$ cat config.mk
export PLATFORM = sky130hd
export DESIGN_NAME = sparse_stream
export DESIGN_NICKNAME = d
export VERILOG_FILES = /design/src/rtl/sparse_pkg.sv /design/src/rtl/sparse_quant.sv /design/src/rtl/sparse_stream.sv
export SDC_FILE = /design/constraint.sdc
export NUM_CORES = 1
export LEC_CHECK = 0
export BUFFER_PORTS_ARGS = -buffer_cell sky130_fd_sc_hd__buf_2
export CORE_MARGIN = 2
export CORE_UTILIZATION = 60
export DETAILED_ROUTE_END_ITERATION = 8
export PLACE_DENSITY = 0.86
export SKIP_LAST_GASP = 1
export SLEW_MARGIN = 40
export SYNTH_ARGS = -nofsm -noshare
export SYNTH_HDL_FRONTEND = slang
export SYNTH_SLANG_ARGS = --single-unit
$ cat constraint.sdc
create_clock -name Clk -period 21.8 [get_ports Clk]
set_input_delay 2.18 -clock Clk [delete_from_list [all_inputs] [get_ports Clk]]
set_output_delay 2.18 -clock Clk [all_outputs]
set_load 0.01 [all_outputs]
$ cat src/rtl/sparse_pkg.sv
`default_nettype none
// ============================================================================
// Package     : sparse_pkg
// Description : Shared defaults and mode encoding for the sparse_stream
//               counter sparsifier and its helper blocks.
// Contents    : SPARSE_WIDTH, SPARSE_THRESHOLD, SPARSE_QUANT, SPARSE_IDX_W
//               default parameter values; MODE_DENSE / MODE_COMPACT encoding
//               of the per-frame output mode.
// Revision    : 1.0 - initial streaming release
// ============================================================================
package sparse_pkg;

  localparam int SPARSE_WIDTH     = 32;
  localparam int SPARSE_THRESHOLD = 20;
  localparam int SPARSE_QUANT     = 5;
  localparam int SPARSE_IDX_W     = 16;

  localparam logic MODE_DENSE   = 1'b0;
  localparam logic MODE_COMPACT = 1'b1;

endpackage : sparse_pkg
`default_nettype wire

$ cat src/rtl/sparse_quant.sv
`default_nettype none
// ============================================================================
// Module      : sparse_quant
// Description : Combinational threshold-and-quantise of one counter value.
//               Values at or below THRESHOLD become 0; all others are rounded
//               down to a multiple of QUANT.
// Ports       : Value_i   [WIDTH-1:0]  counter value
//               Result_o  [WIDTH-1:0]  sparsified value
//               Nonzero_o              Result_o != 0
// Revision    : 1.0 - initial streaming release
// ============================================================================
module sparse_quant
  import sparse_pkg::*;
#(
  parameter int WIDTH     = SPARSE_WIDTH,
  parameter int THRESHOLD = SPARSE_THRESHOLD,
  parameter int QUANT     = SPARSE_QUANT
) (
  input  logic [WIDTH-1:0] Value_i,
  output logic [WIDTH-1:0] Result_o,
  output logic             Nonzero_o
);

  localparam logic [WIDTH-1:0] c_THRESH = WIDTH'(THRESHOLD);
  localparam logic [WIDTH-1:0] c_QUANT  = WIDTH'(QUANT);

  logic [WIDTH-1:0] w_kept;

  // v mod Q never exceeds v, so the subtraction cannot underflow.
  if (QUANT > 1) begin : g_quant
    assign w_kept = Value_i - (Value_i % c_QUANT);
  end else begin : g_no_quant
    assign w_kept = Value_i;
  end

  assign Result_o  = (Value_i <= c_THRESH) ? '0 : w_kept;
  // Zero test is on the quantised result: a value above the threshold but
  // below one step still counts as zero.
  assign Nonzero_o = |Result_o;

endmodule : sparse_quant
`default_nettype wire

$ cat src/rtl/sparse_stream.sv
`default_nettype none
// ============================================================================
// Module      : sparse_stream
// Description : Two-stage streaming counter sparsifier. S1 registers the
//               input beat with its in-frame index and frame mode; S2 holds
//               the thresholded/quantised result. Dense mode emits every
//               beat, compact mode emits non-zero beats plus the frame's last
//               beat. A per-frame non-zero count is reported on a pulse.
// Ports       : Clk, Reset_n (async, active-low)
//               In_valid/In_ready/In_data/In_last/Compact  input stream
//               Out_valid/Out_ready/Out_data/Out_index/Out_last output stream
//               Nnz_valid/Nnz_count  frame summary pulse
//               Idx_overflow         sticky frame-length overflow flag
// Revision    : 1.0 - initial streaming release
// ============================================================================
module sparse_stream
  import sparse_pkg::*;
#(
  parameter int WIDTH     = SPARSE_WIDTH,
  parameter int THRESHOLD = SPARSE_THRESHOLD,
  parameter int QUANT     = SPARSE_QUANT,
  parameter int IDX_W     = SPARSE_IDX_W
) (
  input  logic             Clk,
  input  logic             Reset_n,
  input  logic             In_valid,
  output logic             In_ready,
  input  logic [WIDTH-1:0] In_data,
  input  logic             In_last,
  input  logic             Compact,
  output logic             Out_valid,
  input  logic             Out_ready,
  output logic [WIDTH-1:0] Out_data,
  output logic [IDX_W-1:0] Out_index,
  output logic             Out_last,
  output logic             Nnz_valid,
  output logic [IDX_W:0]   Nnz_count,
  output logic             Idx_overflow
);

  // Frame tracking
  logic             in_frame_q, in_frame_d;
  logic             mode_q, mode_d;
  logic [IDX_W-1:0] idx_q, idx_d;
  logic             ovf_q, ovf_d;
  logic [IDX_W:0]   cnt_q, cnt_d;

  // Stage 1
  logic             s1_valid_q, s1_valid_d;
  logic [WIDTH-1:0] s1_data_q, s1_data_d;
  logic [IDX_W-1:0] s1_idx_q, s1_idx_d;
  logic             s1_last_q, s1_last_d;
  logic             s1_mode_q, s1_mode_d;

  // Stage 2
  logic             s2_valid_q, s2_valid_d;
  logic [WIDTH-1:0] s2_data_q, s2_data_d;
  logic [IDX_W-1:0] s2_idx_q, s2_idx_d;
  logic             s2_last_q, s2_last_d;

  // Frame summary
  logic             nnz_valid_q, nnz_valid_d;
  logic [IDX_W:0]   nnz_count_q, nnz_count_d;

  logic             w_en;
  logic             w_accept;
  logic             w_mode;
  logic [WIDTH-1:0] w_r;
  logic             w_nz;
  logic             w_emit;
  logic [IDX_W:0]   w_cnt_next;

  // One enable advances both stages; S1 may always refill when S2 moves.
  assign w_en     = !s2_valid_q || Out_ready;
  assign In_ready = w_en;
  assign w_accept = In_valid && w_en;

  // Mode is taken live on the first beat of a frame, from the latch after.
  assign w_mode = in_frame_q ? mode_q : Compact;

  sparse_quant #(
    .WIDTH    (WIDTH),
    .THRESHOLD(THRESHOLD),
    .QUANT    (QUANT)
  ) u_quant (
    .Value_i  (s1_data_q),
    .Result_o (w_r),
    .Nonzero_o(w_nz)
  );

  // The last beat always reaches S2 so every compact frame terminates.
  assign w_emit = s1_valid_q && ((s1_mode_q == MODE_DENSE) || w_nz || s1_last_q);

  assign w_cnt_next = (w_nz && (cnt_q != '1)) ? cnt_q + (IDX_W + 1)'(1) : cnt_q;

  always_comb begin
    in_frame_d  = in_frame_q;
    mode_d      = mode_q;
    idx_d       = idx_q;
    ovf_d       = ovf_q;
    cnt_d       = cnt_q;
    s1_valid_d  = s1_valid_q;
    s1_data_d   = s1_data_q;
    s1_idx_d    = s1_idx_q;
    s1_last_d   = s1_last_q;
    s1_mode_d   = s1_mode_q;
    s2_valid_d  = s2_valid_q;
    s2_data_d   = s2_data_q;
    s2_idx_d    = s2_idx_q;
    s2_last_d   = s2_last_q;
    nnz_valid_d = 1'b0;
    nnz_count_d = nnz_count_q;

    if (w_accept) begin
      in_frame_d = !In_last;
      mode_d     = w_mode;
      idx_d      = In_last ? '0 : idx_q + IDX_W'(1);
      // Stepping past the all-ones index means the frame has more beats
      // than the index can name.
      if (!In_last && (&idx_q)) begin
        ovf_d = 1'b1;
      end
    end

    if (w_en) begin
      s1_valid_d = In_valid;
      if (In_valid) begin
        s1_data_d = In_data;
        s1_idx_d  = idx_q;
        s1_last_d = In_last;
        s1_mode_d = w_mode;
      end

      s2_valid_d = w_emit;
      if (w_emit) begin
        s2_data_d = w_r;
        s2_idx_d  = s1_idx_q;
        s2_last_d = s1_last_q;
      end

      if (s1_valid_q) begin
        if (s1_last_q) begin
          nnz_valid_d = 1'b1;
          nnz_count_d = w_cnt_next;
          cnt_d       = '0;
        end else begin
          cnt_d = w_cnt_next;
        end
      end
    end
  end

  always_ff @(posedge Clk or negedge Reset_n) begin
    if (!Reset_n) begin
      in_frame_q  <= 1'b0;
      mode_q      <= MODE_DENSE;
      idx_q       <= '0;
      ovf_q       <= 1'b0;
      cnt_q       <= '0;
      s1_valid_q  <= 1'b0;
      s1_data_q   <= '0;
      s1_idx_q    <= '0;
      s1_last_q   <= 1'b0;
      s1_mode_q   <= MODE_DENSE;
      s2_valid_q  <= 1'b0;
      s2_data_q   <= '0;
      s2_idx_q    <= '0;
      s2_last_q   <= 1'b0;
      nnz_valid_q <= 1'b0;
      nnz_count_q <= '0;
    end else begin
      in_frame_q  <= in_frame_d;
      mode_q      <= mode_d;
      idx_q       <= idx_d;
      ovf_q       <= ovf_d;
      cnt_q       <= cnt_d;
      s1_valid_q  <= s1_valid_d;
      s1_data_q   <= s1_data_d;
      s1_idx_q    <= s1_idx_d;
      s1_last_q   <= s1_last_d;
      s1_mode_q   <= s1_mode_d;
      s2_valid_q  <= s2_valid_d;
      s2_data_q   <= s2_data_d;
      s2_idx_q    <= s2_idx_d;
      s2_last_q   <= s2_last_d;
      nnz_valid_q <= nnz_valid_d;
      nnz_count_q <= nnz_count_d;
    end
  end

  assign Out_valid    = s2_valid_q;
  assign Out_data     = s2_data_q;
  assign Out_index    = s2_idx_q;
  assign Out_last     = s2_last_q;
  assign Nnz_valid    = nnz_valid_q;
  assign Nnz_count    = nnz_count_q;
  assign Idx_overflow = ovf_q;

endmodule : sparse_stream
`default_nettype wire

Word level (Yosys, flattened, before mapping)
Index checks and enable logic that the tools add are counted.
- $add $sub $neg: 3
- equal/unequal tests: 1
- mux-type cells: 8
- bitwise logic cells: 1
- magnitude comparators: 1
- reduce and logical (&&, ||, !) cells: 16
- div/mod/pow operators: 1
- operators with widths (operator ; number):
    $mux 17 ; 2
    $le 32x5->1 const B ; 1
    $mod 32x3->32 const B ; 1
    $mux 32 ; 1
    $reduce_or 32->1 ; 1
    $sub 32x32->32 ; 1
    $add 17x1->17 const B ; 1
    $ne 17x17->1 const B ; 1
    $add 16x1->16 const B ; 1
    $mux 16 ; 1
    $reduce_and 16->1 ; 1
    $reduce_and 2->1 ; 4
    $logic_and 1x1->1 ; 4
    $mux 1 ; 4
    $logic_or 1x1->1 ; 3
    $reduce_and 3->1 ; 1
    $logic_not 1->1 ; 2
    $not 1->1 ; 1
- word-level logic and storage cells: 47
- output and inout port bits: 70
- register bits after elaboration: 155
- bits of input ports: 38

Depth between registers and ports, before layout
Gate-level depths: netlist of the first run.
- depth in word-level cells: 8
- depth in mapped cells: 95
- gate-level depth less buffers: 82

Hierarchy
A second synthesis of the first run with hierarchy kept.
- cell total of the unflattened synthesis: 1447
- area total of the unflattened synthesis: 12639.6 µm²
- by module, submodules not included (module ; cells each ; sequential area each (µm²) ; area an instance (µm²) ; instances):
    sparse_stream ; 518 ; 3853.7 ; 6432.4 ; 1
    sparse_quant ; 929 ; 0.0 ; 6207.2 ; 1

Worst setup path before layout of the first run
No wires, ideal clock.
- kind: reg2reg
- start: reg s1_data_q[31]
- end: reg cnt_q[0]
- period minus slack after synthesis: 17.270 ns
- cell stages (with the launch flop): 87
- data arrival time: 17.152 ns
- setup time: 0.118 ns
- required time: 21.682 ns
- path slack: 4.530 ns
- path buffers: 6
- cell sequence: dfrtp_1 buf_2 xor2_1 o221a_1 a2111oi_4 or2_1 buf_4 mux2i_2 a211o_1 o21ai_2 a2111oi_0 o221ai_1 nor2b_2 buf_4 a311oi_2 nor4_1 o211a_1 a2111oi_2 [51 not listed] o21ai_0 a21boi_0 o21ai_0 a21boi_0 o21ai_0 a21oi_1 o21ai_0 nand2b_1 a21oi_1 o21bai_1 xor2_1 nand2_1 nand2_1 nor4_1 buf_1 a21oi_4 nor3b_1 a21o_1
- longest elaborated chain between the ends: 7
- elaborated cells between the ends (all ways): 8
- classes of those cells: add/sub: 1; div: 1; order compare: 1; mux: 3; reduce/logical: 2
- ends and longest elaborated chain (what ; RTL line ; text):
    start, declared ; sparse_stream.sv:50 ; logic [WIDTH-1:0] s1_data_q, s1_data_d;
    start signal, assigned ; sparse_stream.sv:178 ; s1_data_q <= s1_data_d;
    $mod 32x3->32 ; sparse_quant.sv:31 ; assign w_kept = Value_i - (Value_i % c_QUANT);
    $sub 32x32->32 ; sparse_quant.sv:31 ;
    $mux 32 * ; sparse_quant.sv:36 ; assign Result_o = (Value_i <= c_THRESH) ? '0 : w_kept;
    $reduce_or 32->1 * ; sparse_quant.sv:39 ; assign Nonzero_o = |Result_o;
    $logic_and 1x1->1 * ; sparse_stream.sv:94 ; assign w_cnt_next = (w_nz && (cnt_q != '1)) ? cnt_q + (IDX_W + 1)'(1) : cnt_q;
    $mux 17 * ; sparse_stream.sv:94 ;
    $mux 17 * ; sparse_stream.sv:142 ; if (s1_last_q) begin
    end signal, assigned ; sparse_stream.sv:176 ; cnt_q <= cnt_d;
    end, declared ; sparse_stream.sv:46 ; logic [IDX_W:0] cnt_q, cnt_d;
Every way passes the cells marked *; elsewhere a longest branch is shown, timed or not.
A chain may end at the register's enable or synchronous reset.

Worst setup path after layout of the first run
- start: reg s1_data_q[31]
- end: reg cnt_q[4]
The elaborated chain is that of the path after synthesis.

==> results of run 1 <==
layout make-up:
type,instances,area share [%]
sequential,154,27.1
timing repair buffer,129,5.15
clock inverter,14,0.904
inverter,87,2.29
multi-input combinational,1257,59.2
tap,275,2.41
clock buffer,17,2.98
stage by stage:
| stage | cell area (um^2) | worst slack (ns) |
|---|---|---|
| final | 14300 | 1.68 |
| after global routing | 14300 | -0.133 |
| after CTS | 14100 | 0.855 |
| after detailed placement | 13500 | 1.03 |
| after global placement | 13500 | 1.78 |
| after floorplan | 13000 | 4.53 |
registers in the layout, summed over array words and instances, names as in the netlist, 16 cells and up:
signal	flops
s1_data_q	32
cnt_q	17
s1_idx_q	16
idx_q	16
Out_index	16
Out_data	32
Nnz_count	17
tightest hold or removal path, delay by kind of cell (launching register included):
family           cells  cell delay [ns]
and+or+nand+nor      2             0.10
DFF                  1             0.34
cell families (layout without fill, tap and decap cells):
| group | count (synthesis) | count (layout) | share of synthesized area [%] |
|---|---|---|---|
| buffers and inverters | 189 | 247 | 6.20 |
| DFF | 154 | 154 | 29.6 |
| muxes | 55 | 55 | 4.61 |
| adders and majority gates | 42 | 42 | 4.06 |
| AOI/OAI and AO/OA | 481 | 481 | 27.9 |
| and+or+nand+nor | 617 | 617 | 23.5 |
| xor gates and xnor gates | 62 | 62 | 4.17 |
Yosys cell counts, types with 13 or more instances:
| cell | count | share of area (%) |
|---|---|---|
| nor2_1 | 123 | 3.5 |
| xnor2_1 | 49 | 3.3 |
| and2_1 | 13 | 0.62 |
| nor4_1 | 16 | 0.77 |
| inv_1 | 80 | 2.3 |
| xor2_1 | 13 | 0.87 |
| mux2_1 | 34 | 2.9 |
| mux2i_1 | 18 | 1.4 |
| a211oi_1 | 16 | 0.92 |
| o21ai_1 | 28 | 1.1 |
| nand2b_1 | 17 | 0.82 |
| dfrtp_1 | 154 | 30 |
| clkbuf_1 | 58 | 1.7 |
| and3_1 | 19 | 0.91 |
| nor3b_1 | 14 | 0.81 |
| a31oi_1 | 22 | 1.1 |
| buf_2 | 21 | 0.81 |
| nand2_1 | 215 | 6.2 |
| a221o_1 | 13 | 1.0 |
| ha_1 | 38 | 3.7 |
| nand3_1 | 64 | 2.5 |
| nand4_1 | 29 | 1.4 |
| o21ai_0 | 101 | 3.9 |
| o211ai_1 | 14 | 0.81 |
| nor3_1 | 34 | 1.3 |
| a21oi_1 | 76 | 2.9 |
metal layers:
metal	vias up	part of all wire (%)	routed length, um	GRT usage, %
met3	80	8.6	3030	5.03
met5	-	0	0	0
met4	0	2.4	847	10.9
met2	627	48	16900	50.1
met1	6029	41	14500	41.0
li1	5984	-	-	-
worst max path at each step:
stage                  start  cells after the start           to
2_1_floorplan  s1_data_q[31]                     86     cnt_q[0]
3_5_place_dp   s1_data_q[29]                     81  Out_data[5]
5_1_grt        s1_data_q[31]                     83     cnt_q[4]
4_1_cts        s1_data_q[29]                     81  Out_data[5]
6_report       s1_data_q[31]                     83     cnt_q[4]
3_3_place_gp   s1_data_q[29]                     81  Out_data[4]
repair_timing:
item | in CTS | in global routing
setup endpoints to repair | 0 | 84
hold buffers | 0 | 0
gates resized for setup | 0 | 14
setup buffers | 0 | 10
==> impl_metrics.json, run 1 <==
{
  "outcome": "finished clean",
  "fin_tns_setup_ns": 0,
  "synth_edf_count": 0,
  "fillers": 1652,
  "cts.sinks": 154,
  "max_freq_mhz": 49.7,
  "slowest_stage": "a2111oi_4",
  "startpoint_type": "flip-flop",
  "r2r-start": "s1_data_q[31]",
  "syn_inst": 1600,
  "slew_viol_final": 0,
  "grt_max_degree": 80,
  "antenna_left": 0,
  "grt_pass1_wl_um": 56900,
  "final_util_pct": 67.4,
  "fin_nets": 1723,
  "whs_endpoint": "s1_idx_q[0]",
  "cts.htree.levels": 4,
  "critPathCaptureType": "flip-flop",
  "initial_core_util_pct": 61.5,
  "dp.cells": 1889,
  "portBuffers": 107,
  "hold_viol_final": 0,
  "r2r_setup_slack_ns": 1.68,
  "cts_tree": "built",
  "relSlewSlack_pct": 46.1,
  "area_delta_synth_final_pct": 9.59,
  "min_from": "s1_idx_q[0]",
  "ys_ff_latch": 154,
  "fin_cells": 1933,
  "holdCritPathClass": "flip-flop to flip-flop",
  "clk_pin_slew_ns": 0.07,
  "seq_area_frac_synth_pct": 29.6,
  "holdWs_ns": 0.476,
  "worst_pin_slew_ns": 0.807,
  "finalWirelength_um": 35300,
  "cts_root_buffer": "clkbuf_16",
  "skew_ns": 0.0150,
  "row_count": 53,
  "r2r-end": "cnt_q[4]",
  "grt-ovfl-total": 0,
  "cpLargestDelayFamily": "compound AO/OA/AOI/OAI gates",
  "avgRoutedWirePerCell_um": 18.3,
  "first_global_vias": 11600,
  "cp.arrival_ns": 20.44,
  "final_common_cell": "nand2_1",
  "finalCriticalPeriod_ns": 20.12,
  "cap_violations": 0,
  "cts_buffers": 17,
  "rr_worst_depth": 83,
  "final_cell_mix": "nand2_1 (214), dfrtp_1 (148), nor2_1 (122)",
  "clk_path_buf_depth": 2,
  "syn-num-nets": 1677,
  "ios": 108,
  "drc_errors": 0,
  "gp_congestion": 0.965,
  "drive_above_1_share_pct": 15.6,
  "dp_hpwl_um": 24100,
  "worstSkewPairLatency_ns": 0.44,
  "cp_common_cell": "o21ai_0",
  "avgSynthCellArea_um2": 8.13,
  "multi_input_area_um2": 8440,
  "fin_crit_sh_pct": 92.3,
  "path_buf_inv": 5,
  "register_area_um2": 3860,
  "critical-path-max-stage-delay_ns": 0.55,
  "vias": 12700,
  "antenna_found_initial": 0,
  "async_reset_ff_share_pct": 100,
  "synth_ff_type": "dfrtp_1",
  "die-area_um2": 22900,
  "cp_max_fo": 17,
  "cp_data_required_time_ns": 22.12,
  "setup_viol": 0,
  "viasPerCell": 6.58,
  "core_um2": 21200,
  "antennaDiodeCount": 0,
  "ys_warn_count": 0,
  "netlist_area_um2": 13000,
  "drt-initial-drc-count": 942,
  "firstDrtPassIters": 7,
  "path_class": "flip-flop to flip-flop",
  "hold_depth": 2,
  "grtUsageTotal_pct": 30.6,
  "synth_cell_types": 124,
  "die_y_um": 151,
  "die_w_um": 151
}
Power of run 1 is left out: the tool's default activity adds up to more than one toggle a clock period on the data nets, which glitch-free logic cannot reach.
==> run 2: changes to the inputs <==
--- a/config.mk
+++ b/config.mk
@@ -7,11 +7,11 @@
 export LEC_CHECK = 0
 export BUFFER_PORTS_ARGS = -buffer_cell sky130_fd_sc_hd__buf_2
 export CORE_MARGIN = 2
-export CORE_UTILIZATION = 60
+export CORE_UTILIZATION = 25
 export DETAILED_ROUTE_END_ITERATION = 8
-export PLACE_DENSITY = 0.86
+export GPL_TIMING_DRIVEN = 0
+export PLACE_DENSITY = 0.46
 export SKIP_LAST_GASP = 1
-export SLEW_MARGIN = 40
 export SYNTH_ARGS = -nofsm -noshare
 export SYNTH_HDL_FRONTEND = slang
 export SYNTH_SLANG_ARGS = --single-unit
==> run 2 against run 1 <==
Wire length up 25%. Worst hold slack worse by 0.0029 ns. Non-clock buffer count up 83. Highest routed layer unchanged. First-iteration DRC count up 24%. Register-to-register slack better by 0.09 ns.
==> impl_metrics.json, run 2 (synthesis gave the netlist of run 1 again) <==
{
  "dp_hpwl_um": 33200,
  "setup_viol": 0,
  "skew_ns": 0.0118,
  "core_um2": 51400,
  "area_delta_synth_final_pct": 15.7,
  "register_area_um2": 3850,
  "antenna_left": 0,
  "cp_data_required_time_ns": 22.13,
  "outcome": "finished clean",
  "startpoint_type": "flip-flop",
  "avgRoutedWirePerCell_um": 18.2,
  "final_util_pct": 29.3,
  "m1WireLength_um": 20800,
  "cts_root_buffer": "clkbuf_16",
  "viasPerCell": 5.31,
  "r2r-end": "Out_data[13]",
  "worstSkewPairLatency_ns": 0.46,
  "final_common_cell": "nand2_1",
  "die-area_um2": 53900,
  "rr_worst_depth": 85,
  "cp_max_fo": 10,
  "drive_above_1_share_pct": 15.1,
  "clk_path_buf_depth": 2,
  "r2r_setup_slack_ns": 1.77,
  "critPathCaptureType": "flip-flop",
  "whs_endpoint": "s1_idx_q[14]",
  "initial_core_util_pct": 25.3,
  "fin_crit_sh_pct": 91.9,
  "worst_pin_slew_ns": 1.14,
  "met2_length_um": 19900,
  "fin_nets": 1806,
  "rsz0062_at_grt": "no",
  "routed.top_layer": "met4",
  "antenna_found_initial": 1,
  "row_count": 83,
  "grtUsageTotal_pct": 16.4,
  "finalCriticalPeriod_ns": 20.03,
  "cap_violations": 0,
  "finalWirelength_um": 44000,
  "path_class": "flip-flop to flip-flop",
  "die_y_um": 232,
  "slew_viol_final": 0,
  "die_w_um": 232,
  "grt_pass1_wl_um": 70000,
  "cts-hold-fix-buffers": 0,
  "fillers": 5582,
  "relSlewSlack_pct": 23.5,
  "drt-initial-drc-count": 1171,
  "multi_input_area_um2": 8380,
  "r2r-start": "s1_data_q[31]",
  "cts_tree": "built",
  "critical-path-max-stage-delay_ns": 0.58,
  "slowest_stage": "o311ai_1",
  "cts_buffers": 17,
  "firstDrtPassIters": 5,
  "cts.htree.levels": 4,
  "min_from": "s1_idx_q[14]",
  "final_cell_mix": "nand2_1 (215), dfrtp_1 (154), buf_2 (127)",
  "grt_max_degree": 80,
  "crit_path_start": "s1_data_q[31]",
  "hold_viol_final": 0,
  "post-route-cell-area_um2": 15100,
  "fin_tns_setup_ns": 0,
  "grt-ovfl-total": 0,
  "wl_met3_um": 2370,
  "portBuffers": 107,
  "clk_pin_slew_ns": 0.07,
  "ios": 108,
  "first_global_vias": 12400,
  "dpl-instance-area_um2": 14500,
  "drc_errors": 0,
  "holdWs_ns": 0.473,
  "gp_congestion": 0.913,
  "holdCritPathClass": "flip-flop to flip-flop",
  "hold_depth": 2,
  "cp.arrival_ns": 20.36,
  "cp_common_cell": "o21ai_0",
  "vias": 12900,
  "cts.sinks": 154,
  "max_freq_mhz": 49.9
}
## run 2: changes by cell type in the layout (fill, tap and decap cells not counted), sizes merged
cell      delta
buf         +25
clkinv       +1
inv          -1
clkbuf      +58
clkinvlp     +1
diode        +1
## run 2: critical path: cells and delay by family (launching register included)
family / cells / cell delay, ns
mux: 1 / 0.31
xor+xnor: 5 / 0.89
buf+inv: 11 / 2.13
simple gates: 9 / 2.17
compound gates: 54 / 12.47
flops: 1 / 0.36
fa+ha+maj: 5 / 1.52
## run 2: per-layer routing
metal  track usage, %  vias to the layer above
met2             25.7                      371
li1                 -                     6175
met3             2.86                       63
met4             5.47                        0
met5                0                        -
met1             22.6                     6260
## run 2: worst max path at each step
stage / end / slack [ns]
5_1_grt: Out_data[5] / 0.11
2_1_floorplan: cnt_q[0] / 4.53
3_3_place_gp: cnt_q[0] / 0.70
4_1_cts: Out_data[4] / 1.57
6_report: Out_data[13] / 1.77
3_5_place_dp: Out_data[4] / 1.64
## run 2: layout make-up
class	count	area share, %
Antenna cell	1	0.0166
Buffer	102	3.19
Clock buffer	17	2.83
Clock inverter	15	1.02
Inverter	87	2.17
Multi-Input combinational cell	1257	55.6
Sequential cell	154	25.6
Tap cell	680	5.65
Timing Repair Buffer	110	3.91
## run 2: through the flow
step,setup slack [ns],instances
after floorplan,4.53,1600
after global placement,0.699,2387
after detailed placement,1.64,2389
after CTS,1.57,2421
after global routing,0.108,2422
final,1.77,2423
## run 2: repair_timing
item | 4_1_cts | 5_1_grt
gates resized for setup | 0 | 3
setup buffers | 0 | 1
setup endpoints to repair | 0 | 83
Power of run 2 is left out for the same reason.
==> run 3: changes to the inputs <==
--- a/config.mk
+++ b/config.mk
@@ -10,7 +10,7 @@
 export CORE_UTILIZATION = 25
 export DETAILED_ROUTE_END_ITERATION = 8
 export GPL_TIMING_DRIVEN = 0
-export PLACE_DENSITY = 0.46
+export PLACE_DENSITY = 0.41
 export SKIP_LAST_GASP = 1
 export SYNTH_ARGS = -nofsm -noshare
 export SYNTH_HDL_FRONTEND = slang
==> run 3 against run 2 <==
Sequential share of layout area decreased by 0.29 points. Register-to-register slack improved by 0.32 ns. Critical path type unchanged. Clock skew up 0.00055 ns. Via count shrank 1.3%. Fmax grew 1.6%. Clock-buffer cell count is the same. Design area grew 1.1%. Sequential cell count unchanged. Critical path depth down 3. Worst hold slack improved by 0.0062 ns. Setup slack gained 0.32 ns.
==> impl_metrics.json, run 3 (synthesis gave the netlist of run 1 again) <==
{
  "outcome": "finished clean",
  "firstDrtPassIters": 5,
  "final_common_cell": "nand2_1",
  "row_count": 83,
  "critPathCaptureType": "flip-flop",
  "die_y_um": 232,
  "cp_common_cell": "o21ai_0",
  "finalCriticalPeriod_ns": 19.71,
  "portBuffers": 107,
  "slew_viol_final": 0,
  "max_freq_mhz": 50.7,
  "drive_above_1_share_pct": 16.1,
  "grt-ovfl-total": 0,
  "core_um2": 51400,
  "cts_tree": "built",
  "startpoint_type": "flip-flop",
  "hold_viol_final": 0,
  "critical-path-max-stage-delay_ns": 0.58,
  "cp.arrival_ns": 20.07,
  "grt_pass1_wl_um": 71200,
  "final_cell_mix": "nand2_1 (215), dfrtp_1 (154), buf_2 (127)",
  "initial_core_util_pct": 25.3,
  "cts_buffers": 17,
  "worst_pin_slew_ns": 1.22,
  "cts_root_buffer": "clkbuf_16",
  "holdCritPathClass": "flip-flop to flip-flop",
  "clk_pin_slew_ns": 0.07,
  "path_class": "flip-flop to flip-flop",
  "cp_max_fo": 10,
  "antenna_left": 0,
  "gp_congestion": 0.891,
  "grt_max_degree": 85,
  "die_w_um": 232,
  "fin_crit_sh_pct": 90.4,
  "cap_violations": 0,
  "antenna_found_initial": 2,
  "viasPerCell": 5.24,
  "dp.cells": 2389,
  "finalWirelength_um": 45100,
  "drt-initial-drc-count": 1162,
  "cts.htree.levels": 4,
  "fin_tns_setup_ns": 0,
  "dp_hpwl_um": 33700,
  "setup_viol": 0,
  "skew_ns": 0.0124,
  "worstSkewPairLatency_ns": 0.48,
  "grtUsageTotal_pct": 16.9,
  "ios": 108,
  "fin_nets": 1809,
  "area_delta_synth_final_pct": 17.0,
  "fin_cells": 2426,
  "holdWs_ns": 0.480,
  "relSlewSlack_pct": 18.3,
  "avgRoutedWirePerCell_um": 18.6,
  "clk_path_buf_depth": 2,
  "first_global_vias": 12300,
  "slowest_stage": "a2111o_1",
  "vias": 12700,
  "die-area_um2": 53900,
  "cts.sinks": 154,
  "drc_errors": 0,
  "cp_data_required_time_ns": 22.16
}
==> run 3: routing by layer <==
layer  up-vias  wire length, um  global-route usage, %
met5         -               11                      0
li1       6170                -                      -
met4         2              992                   5.17
met2       371            20300                   26.3
met1      6095            21300                   23.1
met3        64             2500                   3.88
==> run 3: path summary, 6_finish.rpt <==
kind                               startpoint             to  slack [ns]  cells past startpoint
min in group asynchronous             Reset_n       cnt_q[6]        1.67                      1
worst min register to register    s1_idx_q[2]    s1_idx_q[2]        0.48                      2
worst max-delay path            s1_data_q[27]    Out_data[5]        2.09                     82
max in group asynchronous             Reset_n  s1_data_q[24]       19.30                      2
worst max register to register  s1_data_q[27]    Out_data[5]        2.09                     82
worst min-delay path              s1_idx_q[2]    s1_idx_q[2]        0.48                      2
==> run 3: critical path, delay by kind of cell, from the launching register on <==
family	cells	cell delay (ns)
AND/OR/NAND/NOR	13	3.34
adder cells (fa/ha/maj)	4	1.08
buffers and inverters	8	1.60
flip-flops	1	0.48
multiplexers	1	0.33
AO/OA/AOI/OAI	53	12.12
XOR/XNOR	3	0.57
==> run 3: timing repair <==
item / 4_1_cts / 5_1_grt
gates resized for setup: 0 / 26
hold buffers: 0 / 0
setup endpoints to repair: 0 / 84
hold endpoints to repair: 0 / 0
buffers inserted: 0 / 5
==> run 3: stage by stage <==
| stage | setup slack (ns) | area, um^2 | utilization [%] |
|---|---|---|---|
| 5_1_grt | -0.0492 | 15200 | 29.6 |
| 2_1_floorplan | 4.53 | 13000 | - |
| 6_report | 2.09 | 15200 | 29.6 |
| 3_5_place_dp | 1.55 | 14500 | 28.1 |
| 3_3_place_gp | 0.638 | 14400 | 28.0 |
| 4_1_cts | 1.44 | 15100 | 29.3 |
==> run 3: area by class of cell <==
class	count	area [um^2]
diodes	1	2.50
plain buffers	101	480
clock buffers	17	425
clock inverters	15	198
fillers	5581	36200
inverters	87	327
multi-input cells	1257	8470
flip-flops and latches	154	3850
well taps	680	851
repair buffers	114	618
Power of run 3 is left out for the same reason.
